**config.mk**
```make
export PLATFORM = sky130hd
export DESIGN_NAME = dmem_arbiter
export DESIGN_NICKNAME = d
export VERILOG_FILES = /design/src/rtl/dmem_arb_pkg.sv /design/src/rtl/rr_arbiter2.sv /design/src/rtl/dmem_arbiter.sv
export SDC_FILE = /design/constraint.sdc
export NUM_CORES = 1
export LEC_CHECK = 0
export BUFFER_PORTS_ARGS = -buffer_cell sky130_fd_sc_hd__buf_4
export CORE_AREA = 2 2 120 122
export DETAILED_ROUTE_END_ITERATION = 8
export DIE_AREA = 0 0 122 124
export PLACE_DENSITY = 0.72
export SETUP_SLACK_MARGIN = 0.2
export SLEW_MARGIN = 5
export SYNTH_ARGS = -nofsm -noshare
export SYNTH_HDL_FRONTEND = slang
export SYNTH_SLANG_ARGS = --single-unit
```
**constraint.sdc**
```tcl
create_clock -name clk -period 2.7 [get_ports clk]
set_clock_uncertainty 0.2 [all_clocks]
set_input_delay 0.81 -clock clk [delete_from_list [all_inputs] [get_ports clk]]
set_output_delay 0.81 -clock clk [all_outputs]
set_load 0.005 [all_outputs]
```
**src/rtl/dmem_arb_pkg.sv**
```systemverilog
// Shared types for the data-memory arbiter: FSM states, requester id and strobe width.
// The RMW_RD state is only reachable when DMEM_ARB_WSTRB_EN is defined.
package dmem_arb_pkg;

    localparam int DATA_W = 32;
    localparam int STRB_W = DATA_W / 8;

    typedef enum logic [1:0] {
        ST_IDLE   = 2'd0,
        ST_RMW_RD = 2'd1,
        ST_ACCESS = 2'd2,
        ST_RESP   = 2'd3
    } state_t;

    typedef logic req_id_t;

endpackage

```
**src/rtl/rr_arbiter2.sv**
```systemverilog
// Two-way round-robin grant. On a tie the port not granted last wins; the history
// register only moves when the grant is actually accepted.
module rr_arbiter2
    import dmem_arb_pkg::*;
(
    input  logic       clk,
    input  logic       rst_n,
    input  logic [1:0] i_req,
    input  logic       i_accept,
    output req_id_t    o_grant,
    output logic       o_grant_valid
);

    req_id_t r_last_grant;

    always_comb begin
        o_grant_valid = |i_req;
        o_grant       = 1'b0;
        if (i_req == 2'b11) begin
            o_grant = ~r_last_grant;
        end else if (i_req[1]) begin
            o_grant = 1'b1;
        end
    end

    // Reset to port 1 so that port 0 wins the first tie.
    always_ff @(posedge clk or negedge rst_n) begin
        if (!rst_n) begin
            r_last_grant <= 1'b1;
        end else if (i_accept && o_grant_valid) begin
            r_last_grant <= o_grant;
        end
    end

endmodule

```
**src/rtl/dmem_arbiter.sv**
```systemverilog
// Shares one data_memory (combinational read, synchronous write) between two requesters,
// one access at a time. Define DMEM_ARB_WSTRB_EN for read-modify-write byte-strobe support.
module dmem_arbiter
    import dmem_arb_pkg::*;
#(
    parameter int DATA_WIDTH = 32
) (
    input  logic                    clk,
    input  logic                    rst_n,

    input  logic                    m0_req_valid,
    output logic                    m0_req_ready,
    input  logic                    m0_req_we,
    input  logic [31:0]             m0_req_addr,
    input  logic [DATA_WIDTH-1:0]   m0_req_wdata,
    input  logic [DATA_WIDTH/8-1:0] m0_req_wstrb,
    output logic                    m0_resp_valid,
    input  logic                    m0_resp_ready,
    output logic [DATA_WIDTH-1:0]   m0_resp_rdata,

    input  logic                    m1_req_valid,
    output logic                    m1_req_ready,
    input  logic                    m1_req_we,
    input  logic [31:0]             m1_req_addr,
    input  logic [DATA_WIDTH-1:0]   m1_req_wdata,
    input  logic [DATA_WIDTH/8-1:0] m1_req_wstrb,
    output logic                    m1_resp_valid,
    input  logic                    m1_resp_ready,
    output logic [DATA_WIDTH-1:0]   m1_resp_rdata,

    output logic [31:0]             mem_a,
    output logic [DATA_WIDTH-1:0]   mem_wd,
    output logic                    mem_we,
    input  logic [DATA_WIDTH-1:0]   mem_rd
);

    localparam int LP_STRB_W = DATA_WIDTH / 8;

    state_t                  r_state;
    state_t                  w_next;
    req_id_t                 w_grant;
    req_id_t                 r_id;
    logic                    w_grant_valid;
    logic                    w_accept;
    logic                    w_resp_ready;

    logic                    w_sel_we;
    logic [29:0]             w_sel_word;
    logic [DATA_WIDTH-1:0]   w_sel_wdata;

    logic                    r_we;
    logic [29:0]             r_word;
    logic [DATA_WIDTH-1:0]   r_wdata;
    logic [DATA_WIDTH-1:0]   r_rdata;
    logic                    w_unused_bits;

`ifdef DMEM_ARB_WSTRB_EN
    logic [LP_STRB_W-1:0]    w_sel_wstrb;
    logic [LP_STRB_W-1:0]    r_wstrb;
    logic [DATA_WIDTH-1:0]   w_merged;

    assign w_sel_wstrb   = w_grant ? m1_req_wstrb : m0_req_wstrb;
    assign w_unused_bits = ^{m0_req_addr[1:0], m1_req_addr[1:0]};

    always_comb begin
        w_merged = mem_rd;
        for (int b = 0; b < LP_STRB_W; b++) begin
            if (r_wstrb[b]) begin
                w_merged[8*b +: 8] = r_wdata[8*b +: 8];
            end
        end
    end
`else
    assign w_unused_bits = ^{m0_req_wstrb, m1_req_wstrb, m0_req_addr[1:0], m1_req_addr[1:0]};
`endif

    rr_arbiter2 u_rr_arbiter2 (
        .clk           (clk),
        .rst_n         (rst_n),
        .i_req         ({m1_req_valid, m0_req_valid}),
        .i_accept      (w_accept),
        .o_grant       (w_grant),
        .o_grant_valid (w_grant_valid)
    );

    // rst_n gates acceptance so ready stays low while reset is held in IDLE.
    assign w_accept     = rst_n && (r_state == ST_IDLE) && w_grant_valid;
    assign m0_req_ready = w_accept && (w_grant == 1'b0);
    assign m1_req_ready = w_accept && (w_grant == 1'b1);

    assign w_sel_we     = w_grant ? m1_req_we : m0_req_we;
    assign w_sel_word   = w_grant ? m1_req_addr[31:2] : m0_req_addr[31:2];
    assign w_sel_wdata  = w_grant ? m1_req_wdata : m0_req_wdata;
    assign w_resp_ready = r_id ? m1_resp_ready : m0_resp_ready;

    always_comb begin
        w_next = r_state;
        case (r_state)
            ST_IDLE: begin
                if (w_accept) begin
`ifdef DMEM_ARB_WSTRB_EN
                    w_next = (w_sel_we && !(&w_sel_wstrb)) ? ST_RMW_RD : ST_ACCESS;
`else
                    w_next = ST_ACCESS;
`endif
                end
            end
`ifdef DMEM_ARB_WSTRB_EN
            ST_RMW_RD: w_next = ST_ACCESS;
`endif
            ST_ACCESS: w_next = ST_RESP;
            ST_RESP: begin
                if (w_resp_ready) begin
                    w_next = ST_IDLE;
                end
            end
            default: w_next = ST_IDLE;
        endcase
    end

    // A reset in the middle of an access simply drops it: no response is produced.
    always_ff @(posedge clk or negedge rst_n) begin
        if (!rst_n) begin
            r_state <= ST_IDLE;
            r_id    <= 1'b0;
            r_we    <= 1'b0;
            r_word  <= '0;
            r_wdata <= '0;
            r_rdata <= '0;
`ifdef DMEM_ARB_WSTRB_EN
            r_wstrb <= '0;
`endif
        end else begin
            r_state <= w_next;
            if (w_accept) begin
                r_id    <= w_grant;
                r_we    <= w_sel_we;
                r_word  <= w_sel_word;
                r_wdata <= w_sel_wdata;
`ifdef DMEM_ARB_WSTRB_EN
                r_wstrb <= w_sel_wstrb;
`endif
            end
`ifdef DMEM_ARB_WSTRB_EN
            if (r_state == ST_RMW_RD) begin
                r_wdata <= w_merged;
            end
`endif
            if (r_state == ST_ACCESS) begin
                r_rdata <= r_we ? '0 : mem_rd;
            end
        end
    end

    always_comb begin
        mem_a  = '0;
        mem_wd = '0;
        mem_we = 1'b0;
        if (r_state == ST_ACCESS) begin
            mem_a  = {2'b00, r_word};
            mem_we = r_we;
            mem_wd = r_we ? r_wdata : '0;
        end
`ifdef DMEM_ARB_WSTRB_EN
        if (r_state == ST_RMW_RD) begin
            mem_a = {2'b00, r_word};
        end
`endif
    end

    assign m0_resp_valid = (r_state == ST_RESP) && (r_id == 1'b0);
    assign m1_resp_valid = (r_state == ST_RESP) && (r_id == 1'b1);
    assign m0_resp_rdata = (r_id == 1'b0) ? r_rdata : '0;
    assign m1_resp_rdata = (r_id == 1'b1) ? r_rdata : '0;

endmodule

```
==> summary.md <==
| Metric | Value |
|---|---|
| Period utilization | 0.9460 |
| Routability congestion estimate | 0.7861 |
| PD cells | 976.3 nW/um2 |
| Startpoint types | register |
| Post-DP HPWL | 11800 um |
| Share of post-route cells with drive strength above 1 | 0.4264 |
| Reg2reg setup slack | 0.52 ns |
| HP Class | register to register |
| Drt pass-1 iters | 4 |
| Worst hold slack | 0.2845 ns |
| Post-DR vias/cell | 5.269 |
| Reg clk slew, reported paths | 0.07 ns |
| Final ANT Viol Nets | 0 |
| Pin slew with the least headroom to its limit | 1.079 ns |
| Core area | 13720 um2 |
| CTS Buffer Depth | 2 |
| Chip height | 124 um |
| Clock root cell | clkbuf_16 |
| Peak VDD IR | 0.3865 mV |
| First-pass GRT wire length | 26900 um |
| Cells on worst reg2reg path | 5 |
| H-tree Lvls | 3 |
| FF/Latch Area | 2480 um2 |
| CP Max Fanout | 20 |
| Final wirelength | 17790 um |
| Initial Utilization | 0.3855 |
| WL per Instance | 18.09 um |
| Tmin final | 2.554 ns |
| Bufs and invs on worst path | 3 |
| Initial antenna violation count | 1 |
| Routed vias | 5179 |
| Design Power | 7.849 mW |
| Crit end category | output pin |
| Hold buffer count at CTS | 0 |
| DP Area | 7566 um2 |
| Register area share after synthesis | 0.4687 |
| Fin Setup TNS | 0 ns |
| CP Depth | 5 |
| DRC viols | 0 |
| Unique masters post-synth | 25 |
| Nets@finish | 973 |
| Skew-Pair Late Insertion Delay | 0.34 ns |
| Crit path max-delay cell type | dfrtp_2 |
| Total CTS buffers | 9 |
| Max-slew headroom | 0.2804 |
| Crit path arrival time | 1.54 ns |
| Max-slew violations | 0 |
| GRT Residual Overflow | 0 |
| CTS Sinks | 99 |
| Status | completed |
| Vias in the first global route | 5169 |
| Cell Rows | 43 |
| Total of max-cap violations | 0 |
| Crit Path Class | register to output pin |
| Leak Pwr | 4.183 nW |
| Synth warnings | 0 |
| Fill cells | 1226 |
| CTS tree | built |
| Multi-input logic area | 2539 um2 |
| Final design utilization | 0.5860 |
| Setup Viol. Count Final | 0 |
| Cell family with most CP delay | flip-flops |
| Final hold viol count | 0 |
| DR iter-0 viols | 266 |
| Post-synthesis area per instance | 10.11 um2 |
| Die ar. | 15130 um2 |
| Critical-path cell list | nor2b_4 -> buf_4 -> buf_12 -> and3_1 -> buf_4 |
| Mapped Area | 5289 um2 |
| Cells after Synth | 523 |
| Unrepaired setup endpoints after global routing | yes |
| Final Cell Area | 8040 um2 |
| FMAX | 391.5 MHz |
| Die X | 122 um |
| P&R area growth vs syn | 52.02% |
| Crit path top cell by count | buf_4 |
| Worst path required time | 1.69 ns |
| IO buf count | 294 |
| Largest net degree at the start of global routing | 69 |
| Total track usage | 0.2284 |
| Min-Delay Path Depth | 2 |
| FF+latch count, synth | 99 |
| Slowest stage delay, CP | 0.43 ns |
| Top Ports | 309 |
==> logic make-up after synthesis <==
family	count (synthesis)	share of synthesized area
mux	1	0.002129
compound gates	131	0.2153
buf+inv	56	0.05891
flops	99	0.4687
simple gates	235	0.2543
other cells	1	0.0007090
==> through the flow <==
| step | worst slack [ns] | std cells |
|---|---|---|
| global placement | 0.1507 | 955 |
| global route | 0.09748 | 983 |
| floorplan | 0.1837 | 524 |
| CTS | 0.1375 | 979 |
| detailed placement | 0.1507 | 955 |
| finish | 0.1457 | 983 |
==> metal layers <==
layer / part of all wire / GRT usage / routed length (um) / vias to the layer above
met3: 0.077 / 0.05769 / 1373 / 28
met2: 0.51 / 0.4005 / 9021 / 232
li1: - / - / - / 2401
met1: 0.39 / 0.2744 / 7009 / 2518
met4: 0.021 / 0.07543 / 381 / 0
met5: 0 / 0 / 0 / -
==> registers in the layout (all words and copies together) (netlist names) <==
signal,cells
r_id,1
r_rdata,32
r_state,2
r_wdata,32
r_we,1
r_word,30
u_rr_arbiter2.r_last_grant,1
==> synthesized netlist by cell type <==
library cell  instances  area [um2]
o21bai_1              1       7.510
a21o_1                2       15.01
buf_2                15       75.07
a221o_1              63       630.6
nor3b_1               1       7.510
o21ai_0               1       5.000
dfrtp_1              98        2452
o21a_1               63       473.0
dfstp_2               1       26.28
buf_8                 6       90.09
a21boi_0              1       7.510
buf_6                 1       11.26
or3b_1                1       8.760
and2_1               63       394.1
nor2_1                2       7.510
nand3b_1             32       240.2
buf_4                 2       15.01
or2b_1                1       7.510
conb_1                1       3.750
and3_1               35       219.0
nor2b_1              33       206.5
mux2_2                1       11.26
nand2b_1              1       6.260
clkbuf_1             32       120.1
nand2_1              66       247.7
==> what timing repair did <==
action                                  CTS  global route
gates cloned                              3             2
endpoints found under the setup margin   65            65
pin swaps                                 0             0
buffers inserted                          5             1
gates resized for setup                   4             5
==> cells in the final DEF, fill, tap and decap left out <==
cell	Yosys	final
buf_4	2	309
dfrtp_1	98	97
nand2_1	66	66
and2_1	63	63
o21a_1	63	63
a221o_1	63	63
and3_1	35	33
nor2b_1	33	32
nand3b_1	32	32
clkbuf_16	0	11
clkinvlp_4	0	3
buf_16	0	3
buf_12	0	3
and3_4	0	2
a21o_1	2	2
conb_1	1	2
clkinv_2	0	2
diode_2	0	1
nor2b_4	0	1
nor2_1	2	1
nor3b_4	0	1
nand2b_1	1	1
or3b_2	0	1
nor2_4	0	1
or2b_1	1	1
mux2_2	1	1
a21boi_0	1	1
o21ai_0	1	1
o21bai_1	1	1
inv_6	0	1
clkbuf_1	32	1
dfrtp_2	0	1
buf_6	1	1
dfstp_2	1	1
==> worst min-delay path, stage by stage, from the launching register on <==
cell and delay (ns):
dfrtp_1 0.35, nand2_1 0.05, nand2_1 0.05
==> report_power, final <==
part           internal [mW]  switching, mW  total [mW]
registers               2.16          0.378        2.54
logic                   2.29           1.82        4.11
clock network          0.625          0.568        1.19
total                   5.08           2.77        7.85
==> worst paths after layout <==
kind / from / endpoint
max: r_state[0] / mem_wd[17]
min reg2reg: r_rdata[22] / r_rdata[22]
max in group asynchronous: rst_n / r_wdata[1]
max reg2reg: r_state[0] / r_word[17]
min in group asynchronous: rst_n / r_state[1]
min: r_rdata[22] / r_rdata[22]
==> final cells by class <==
type,instances,area share
Tap cell,180,0.02801
Clock inverter,6,0.005135
Sequential cell,99,0.3084
Timing Repair Buffer,318,0.3139
Multi-Input combinational cell,369,0.3157
Antenna cell,1,0.0003112
Clock buffer,10,0.02848
(Power assumes the default switching activity.)
